### src/rtl/colision_vidas_if.sv
// Signal bundle between the screen/obstacle stages and the collision/lives block.
// The master side drives screen state, obstacle data and player mask; the slave
// side (colision_vidas) returns game status, lives, score, best score and the
// collision pulse.
interface colision_vidas_if;
    logic [3:0]  presente;
    logic        clk_ob;
    logic [20:0] disp_obs;
    logic [3:0]  obs_aleo;
    logic [6:0]  jugador;
    logic [1:0]  v_d;
    logic [2:0]  vidas;
    logic [15:0] puntaje;
    logic [15:0] record;
    logic        choque;

    modport master (
        output presente, clk_ob, disp_obs, obs_aleo, jugador,
        input  v_d, vidas, puntaje, record, choque
    );

    modport slave (
        input  presente, clk_ob, disp_obs, obs_aleo, jugador,
        output v_d, vidas, puntaje, record, choque
    );
endinterface

### src/rtl/colision_vidas.sv
// Collision, lives and score keeping for the obstacle game.
// Game events are evaluated once per obstacle step (a one-clk tick derived from
// clk_ob); leaving the game screen drops back to IDLE immediately.
module colision_vidas #(
    parameter logic [3:0] JUEGO     = 4'd3,
    parameter logic [2:0] VIDAS_INI = 3'd3,
    parameter logic [2:0] VIDAS_MAX = 3'd5,
    parameter logic [3:0] BONO      = 4'd11,
    parameter logic [1:0] T_INVUL   = 2'd2
) (
    input  logic             clk,
    input  logic             rst_n,
    colision_vidas_if.slave  bus
);

    localparam logic [1:0] IDLE = 2'd0;
    localparam logic [1:0] PLAY = 2'd1;
    localparam logic [1:0] HIT  = 2'd2;
    localparam logic [1:0] OVER = 2'd3;

    logic        s1_reg, s2_reg, s3_reg;
    logic        fill_reg, armed_reg;
    logic        tick;

    logic [1:0]  state_reg, state_next;
    logic [2:0]  vidas_reg, vidas_next;
    logic [15:0] puntaje_reg, puntaje_next;
    logic [15:0] record_reg, record_next;
    logic [1:0]  cnt_reg, cnt_next;
    logic        choque_reg, choque_next;

    logic        colision;
    logic [15:0] puntaje_inc;
    logic [15:0] puntaje_bcd;
    logic [4:0]  carry;
    logic        unused_bits;

    // Only the player column takes part in collision detection.
    assign unused_bits = ^bus.disp_obs[20:7];
    assign colision    = (bus.disp_obs[6:0] & bus.jugador) != 7'd0;

    // Edge detector on clk_ob. Until clk_ob has been seen low after reset, s2 and
    // s3 load the same value, so a clk_ob that is already high at reset release
    // cannot fake a rising edge.
    always_ff @(posedge clk or negedge rst_n) begin
        if (!rst_n) begin
            s1_reg    <= 1'b0;
            s2_reg    <= 1'b0;
            s3_reg    <= 1'b0;
            fill_reg  <= 1'b0;
            armed_reg <= 1'b0;
        end else begin
            s1_reg    <= bus.clk_ob;
            s2_reg    <= s1_reg;
            s3_reg    <= armed_reg ? s2_reg : s1_reg;
            fill_reg  <= 1'b1;
            armed_reg <= armed_reg | (fill_reg & ~s1_reg);
        end
    end

    assign tick = s2_reg & ~s3_reg;

    // BCD increment with a per-digit carry chain.
    assign carry[0] = 1'b1;
    generate
        for (genvar gi = 0; gi < 4; gi++) begin : g_bcd
            logic [3:0] dig;
            assign dig            = puntaje_reg[4*gi +: 4];
            assign carry[gi+1]    = carry[gi] & (dig == 4'd9);
            assign puntaje_bcd[4*gi +: 4] = !carry[gi]    ? dig :
                                            (dig == 4'd9) ? 4'd0 : dig + 4'd1;
        end
    endgenerate

    // Score stops at 9999 instead of wrapping to 0000.
    assign puntaje_inc = (puntaje_reg == 16'h9999) ? puntaje_reg : puntaje_bcd;

    // Next-state and datapath decisions; nothing but the screen-exit rule acts off-tick.
    always_comb begin
        state_next   = state_reg;
        vidas_next   = vidas_reg;
        puntaje_next = puntaje_reg;
        record_next  = record_reg;
        cnt_next     = cnt_reg;
        choque_next  = 1'b0;
        if (bus.presente != JUEGO) begin
            state_next = IDLE;
        end else if (tick) begin
            case (state_reg)
                IDLE: begin
                    state_next   = PLAY;
                    vidas_next   = VIDAS_INI;
                    puntaje_next = 16'h0000;
                    cnt_next     = 2'd0;
                end
                PLAY: begin
                    if (colision) begin
                        choque_next = 1'b1;
                        if (vidas_reg > 3'd1) begin
                            vidas_next = vidas_reg - 3'd1;
                            cnt_next   = 2'd0;
                            state_next = HIT;
                        end else begin
                            vidas_next = 3'd0;
                            state_next = OVER;
                            if (puntaje_reg > record_reg)
                                record_next = puntaje_reg;
                        end
                    end else begin
                        puntaje_next = puntaje_inc;
                        if (bus.obs_aleo == BONO && vidas_reg < VIDAS_MAX)
                            vidas_next = vidas_reg + 3'd1;
                    end
                end
                HIT: begin
                    // The T_INVUL-th tick spent in HIT hands control back to PLAY.
                    cnt_next = cnt_reg + 2'd1;
                    if (cnt_reg == T_INVUL - 2'd1)
                        state_next = PLAY;
                end
                default: begin
                end
            endcase
        end
    end

    // Game state registers.
    always_ff @(posedge clk or negedge rst_n) begin
        if (!rst_n) begin
            state_reg   <= IDLE;
            vidas_reg   <= 3'd0;
            puntaje_reg <= 16'h0000;
            record_reg  <= 16'h0000;
            cnt_reg     <= 2'd0;
            choque_reg  <= 1'b0;
        end else begin
            state_reg   <= state_next;
            vidas_reg   <= vidas_next;
            puntaje_reg <= puntaje_next;
            record_reg  <= record_next;
            cnt_reg     <= cnt_next;
            choque_reg  <= choque_next;
        end
    end

    // Status code for the obstacle stage.
    always_comb begin
        case (state_reg)
            HIT:     bus.v_d = 2'd1;
            OVER:    bus.v_d = 2'd2;
            default: bus.v_d = 2'd0;
        endcase
    end

    assign bus.vidas   = vidas_reg;
    assign bus.puntaje = puntaje_reg;
    assign bus.record  = record_reg;
    assign bus.choque  = choque_reg;

endmodule

### src/flat_wrapper.sv
// flat-port wrapper written by rule: the top's interface ports become plain ports
module colision_vidas_flat 
#(
    parameter logic [3:0] JUEGO     = 4'd3,
    parameter logic [2:0] VIDAS_INI = 3'd3,
    parameter logic [2:0] VIDAS_MAX = 3'd5,
    parameter logic [3:0] BONO      = 4'd11,
    parameter logic [1:0] T_INVUL   = 2'd2
)
  (clk, rst_n, bus_presente, bus_clk_ob, bus_disp_obs, bus_obs_aleo, bus_jugador, bus_v_d, bus_vidas, bus_puntaje, bus_record, bus_choque);
  colision_vidas_if bus_i ();
  input  logic clk;
  input  logic rst_n;
  input wire logic [$bits(bus_i.presente)-1:0] bus_presente;
  input wire logic [$bits(bus_i.clk_ob)-1:0] bus_clk_ob;
  input wire logic [$bits(bus_i.disp_obs)-1:0] bus_disp_obs;
  input wire logic [$bits(bus_i.obs_aleo)-1:0] bus_obs_aleo;
  input wire logic [$bits(bus_i.jugador)-1:0] bus_jugador;
  output wire logic [$bits(bus_i.v_d)-1:0] bus_v_d;
  output wire logic [$bits(bus_i.vidas)-1:0] bus_vidas;
  output wire logic [$bits(bus_i.puntaje)-1:0] bus_puntaje;
  output wire logic [$bits(bus_i.record)-1:0] bus_record;
  output wire logic [$bits(bus_i.choque)-1:0] bus_choque;
  assign bus_i.presente = bus_presente;
  assign bus_i.clk_ob = bus_clk_ob;
  assign bus_i.disp_obs = bus_disp_obs;
  assign bus_i.obs_aleo = bus_obs_aleo;
  assign bus_i.jugador = bus_jugador;
  assign bus_v_d = bus_i.v_d;
  assign bus_vidas = bus_i.vidas;
  assign bus_puntaje = bus_i.puntaje;
  assign bus_record = bus_i.record;
  assign bus_choque = bus_i.choque;
  colision_vidas #(.JUEGO(JUEGO), .VIDAS_INI(VIDAS_INI), .VIDAS_MAX(VIDAS_MAX), .BONO(BONO), .T_INVUL(T_INVUL)) u_core (.clk(clk), .rst_n(rst_n), .bus(bus_i));
endmodule
### config.mk
export PLATFORM = sky130hd
export DESIGN_NAME = colision_vidas_flat
export DESIGN_NICKNAME = d
export VERILOG_FILES = /design/src/rtl/colision_vidas_if.sv /design/src/rtl/colision_vidas.sv /design/src/flat_wrapper.sv
export SDC_FILE = /design/constraint.sdc
export NUM_CORES = 1
export LEC_CHECK = 0
export CAP_MARGIN = 25
export CORE_ASPECT_RATIO = 0.8
export CORE_MARGIN = 2
export CORE_UTILIZATION = 35
export DETAILED_ROUTE_END_ITERATION = 8
export DONT_BUFFER_PORTS = 1
export PLACE_DENSITY_LB_ADDON = 0.15
export SLEW_MARGIN = 20
export SYNTH_ARGS = -nofsm -noshare
export SYNTH_HDL_FRONTEND = slang
export SYNTH_SLANG_ARGS = --single-unit
### constraint.sdc
create_clock -name clk -period 2.99 [get_ports clk]
set_input_delay 0.299 -clock clk [delete_from_list [all_inputs] [get_ports clk]]
set_output_delay 0.299 -clock clk [all_outputs]
set_load 0.03 [all_outputs]
# Yosys cells after proc, flatten, opt, wreduce, memory -nomap -nowiden
# Cells that the tools add are included.
op_classes:
  addsub: 7
  n_lt_le_gt_ge: 3
  eq_ne: 21
  n_mux: 29
  n_bitwise: 10
  n_reduce_logical: 15
op_table:
  columns: ["op", "n"]
  rows:
  - ["$mux 16", 2]
  - ["$pmux 16 s2", 1]
  - ["$mux 4", 7]
  - ["$reduce_and 6->1", 4]
  - ["$eq 4x4->1 const B", 5]
  - ["$add 4x1->4 const B", 4]
  - ["$eq 16x16->1 const B", 1]
  - ["$gt 16x16->1", 1]
  - ["$mux 2", 6]
  - ["$pmux 2 s3", 2]
  - ["$ne 2x1->1 const B", 5]
  - ["$reduce_and 5->1", 2]
  - ["$mux 3", 3]
  - ["$ne 3x1->1 const B", 3]
  - ["$reduce_and 4->1", 2]
  - ["$and 7x7->7", 1]
  - ["$reduce_bool 7->1", 1]
  - ["$mux 1", 6]
  - ["$pmux 3 s2", 1]
  - ["$and 1x1->1", 4]
  - ["$eq 2x1->1 const B", 2]
  - ["$eq 2x2->1 const B", 2]
  - ["$ne 2x2->1 const B", 2]
  - ["$ne 4x2->1 const B", 1]
  - ["other kinds (13)", 17]
totals:
  register_bits: 45
  output_inout_bits: 38
  elab_cells: 99

# Logic depth before layout (Yosys ltp)
depth:
  depth_word: 7
  depth_mapped: 9

# Least setup slack after synthesis
# No wires, ideal clock.
synth_timing:
  kind: "register to register"
  from: "register u_core.record_reg[13], in the netlist u_core.bus.record[13]"
  to: "register u_core.record_reg[0], in the netlist u_core.bus.record[0]"
  setup_ps: 125
  arrival_time_ps: 2258
  t_required_ps: 2865
  setup_slack_ps: 607
  path_stages_with_launch: 9
  n_path_buf: 1
  period_less_slack_ps: 2383
  path_cell_list: "dfrtp_1 inv_1 ha_1 nand4_1 nor4_1 or4_4 a31oi_4 buf_12 mux2_4"
synth_via:
  elab_chain_cells: 2
synth_lines:
  columns: ["element", "line", "text"]
  rows:
  - ["from (decl)", "colision_vidas.sv:28", "logic [15:0] record_reg, record_next;"]
  - ["from (signal assigned)", "colision_vidas.sv:140", "record_reg <= record_next;"]
  - ["$gt 16x16->1", "colision_vidas.sv:106", "if (puntaje_reg > record_reg)"]
  - ["$reduce_and 6->1 (no line)", null, null]
# Every way passes these cells.
# A chain may end at the register's enable or synchronous reset.

# Worst setup path after layout
layout_timing:
  from: "register u_core.record_reg[8], in the netlist u_core.bus.record[8]"
  to: "register u_core.record_reg[12], in the netlist u_core.bus.record[12]"
# The elaborated chain is that of the path after synthesis.

==> results.json <==
{
  "status": "finished clean",
  "crit_chain": "inv_1, ha_1, nand4_1, nor4_1, or4_4, a31oi_4, buf_4, mux2_4",
  "hold_viol_final": 0,
  "routed_wl_mm": 6.35,
  "clock_skew_ns": 0.00434,
  "setup_tns_ns": 0,
  "ios": 77,
  "ant_nets": 0,
  "synth.cell_area_um2": 2800,
  "ir_worst_vdd_v": 0.000128,
  "area_growth_syn_to_layout_pct": 16.7,
  "crit_slowest_cell": "dfrtp_1",
  "yosys-top-cells-count": "dfrtp_1 (45), ha_1 (28), inv_1 (26), o21ai_0 (20), nand2_1 (19)",
  "fin_crit_ns": 2.64,
  "grt_pass1_wl_mm": 10.5,
  "syn-num-nets": 339,
  "drtPass1Iterations": 4,
  "fp.dieH_um": 84.0,
  "worst_hold_path_type": "primary input to flop",
  "ys.flop_type": "dfrtp_1",
  "track_usage_pct": 14.9,
  "start_util_pct": 35.7,
  "rrSetupSlack_ns": 0.35,
  "synth_most_common_cell": "dfrtp_1",
  "insertion_delay_ns": 0.29,
  "avgSynthCellArea_um2": 10.3,
  "grt-ovfl-total": 0,
  "gp_congestion": 0.760,
  "final_area_um2": 3270,
  "drc": 0,
  "post_cts_resized": 0,
  "relSlewSlack_pct": 62.0,
  "cts_root_buffer": "clkbuf_8",
  "synth-edff-count": 0,
  "yosysTopAreaCellShare_pct": 40.2,
  "syn_inst": 272,
  "post_drt_wl_per_cell_um": 15.2,
  "leakage_nw": 1.55,
  "slew_viol_final": 0,
  "cts_sinks": 45,
  "async_flop_share_pct": 100,
  "fp.dieW_um": 104,
  "cp.arrival_ns": 2.82,
  "post_dp_cell_area_um2": 3150,
  "power_mw": 1.16,
  "start_kind": "flop",
  "maxCapViolCount": 0,
  "cts_buffers": 5,
  "grt_pass1_vias": 2077,
  "drt_iter0_markers": 62,
  "grt_max_degree": 46,
  "fillers": 808,
  "synth_seq_cells": 45,
  "vias_per_cell": 5.07,
  "tightest_slew_ns": 0.564,
  "finalCritPeriodShare_pct": 88.3,
  "die_area_um2": 8740,
  "num_rows": 29,
  "synthTopCellsByArea": "dfrtp_1 (40%), ha_1 (13%), o21ai_0 (3.6%), inv_1 (3.5%), mux2_2 (3.2%)",
  "slowest_delay_ns": 0.55,
  "cts_tree": "yes",
  "antenna_found_initial": 0,
  "vias": 2121,
  "drive_gt1_share_pct": 20.6,
  "num-nets-final": 377,
  "ys_types": 52,
  "htree_levels": 2,
  "powerDensity_nw_per_um2": 355,
  "antenna_cells": 0,
  "setup_viol": 0,
  "yosysWarnings": 0,
  "worstPathRequired_ns": 3.17,
  "cts.clk_slew.worst_paths_ns": 0.08,
  "synth.largest_area_cell": "dfrtp_1",
  "hold_buffers": 2,
  "crit_family": "simple AND/OR/NAND/NOR gates",
  "ys_seq_area_share_pct": 40.2,
  "numPortBuffers": 0,
  "dp_hpwl_mm": 4.94,
  "end_kind": "flop",
  "rsz0062_at_grt": "no",
  "path_max_fanout": 7,
  "worst-path-buf-inv": 2,
  "placeableCoreArea_um2": 7840,
  "worstSetupPathType": "flop to flop",
  "post_cts.repair.setup_buffers": 0,
  "clock.fmax_mhz": 379,
  "cts_buffer_depth": 2
}
-- layout by cell type (no fill, tap or decap), drive strengths merged, types with 3 or more instances in the layout --
master,Yosys,final
mux2i,5,5
dfrtp,45,45
nand2b,5,5
nand2,19,19
mux2,14,14
nor2,8,8
ha,28,28
o21ai,20,20
o31ai,5,5
buf,3,36
nor2b,4,4
inv,26,26
a21oi,13,13
nand3,7,7
nand3b,4,4
and3,3,3
o41ai,4,4
clkbuf,3,7
nor4,5,5
a21o,9,9
nand4,9,9
-- power breakdown --
part / internal (mW) / switching [mW]
Combinational: 0.0468 / 0.0867
Clock: 0.184 / 0.200
Sequential: 0.621 / 0.0202
-- cell type report --
type | instances | area [µm²] | share of cell area (%)
tap | 108 | 135 | 4.13
multi-input combinational | 195 | 1520 | 46.6
clock buffer | 7 | 86.3 | 2.64
inverter | 26 | 97.6 | 2.99
sequential | 45 | 1130 | 34.4
timing repair buffer | 37 | 300 | 9.18
-- per-layer routing --
metal | vias up | global-route usage [%] | part of all wire (%)
li1 | 1071 | - | -
met1 | 1004 | 21.7 | 51
met2 | 41 | 22.2 | 42
met3 | 5 | 3.59 | 5.5
met4 | 0 | 3.32 | 0.76
met5 | - | 0 | 0
-- through the flow --
step	hold slack [ns]	std cells	setup WS (ns)	utilization, %
6_report	0.0264	418	0.350	41.7
3_3_place_gp	0.00477	409	0.380	40.1
4_1_cts	0.0161	418	0.348	41.7
2_1_floorplan	0.00341	272	0.607	-
5_1_grt	0.00559	418	0.244	41.7
3_5_place_dp	0.00476	409	0.360	40.1
-- kinds of logic (layout without fill, tap and decap cells) --
family | after synthesis | after routing | synth area share (%)
and+or+nand+nor | 79 | 79 | 16.5
AOI/OAI and AO/OA | 68 | 68 | 17.0
DFF | 45 | 45 | 40.2
buffers and inverters | 32 | 70 | 5.40
adders and majority gates | 28 | 28 | 12.5
muxes | 19 | 19 | 8.22
other | 1 | 1 | 0.134
-- worst paths after layout --
| check | start | end | cells after the start |
|---|---|---|---|
| worst max register to register | u_core.bus.record[8] | u_core.bus.record[12] | 8 |
| worst min register to register | u_core.s1_reg | u_core.s2_reg | 0 |
| worst max-delay path | u_core.bus.record[8] | u_core.bus.record[12] | 8 |
| min in group asynchronous | rst_n | u_core.bus.puntaje[14] | 2 |
| worst min-delay path | bus_clk_ob | u_core.s1_reg | 0 |
| max in group asynchronous | rst_n | u_core.bus.record[0] | 2 |
Note: power is estimated with default switching activity, not from simulation.
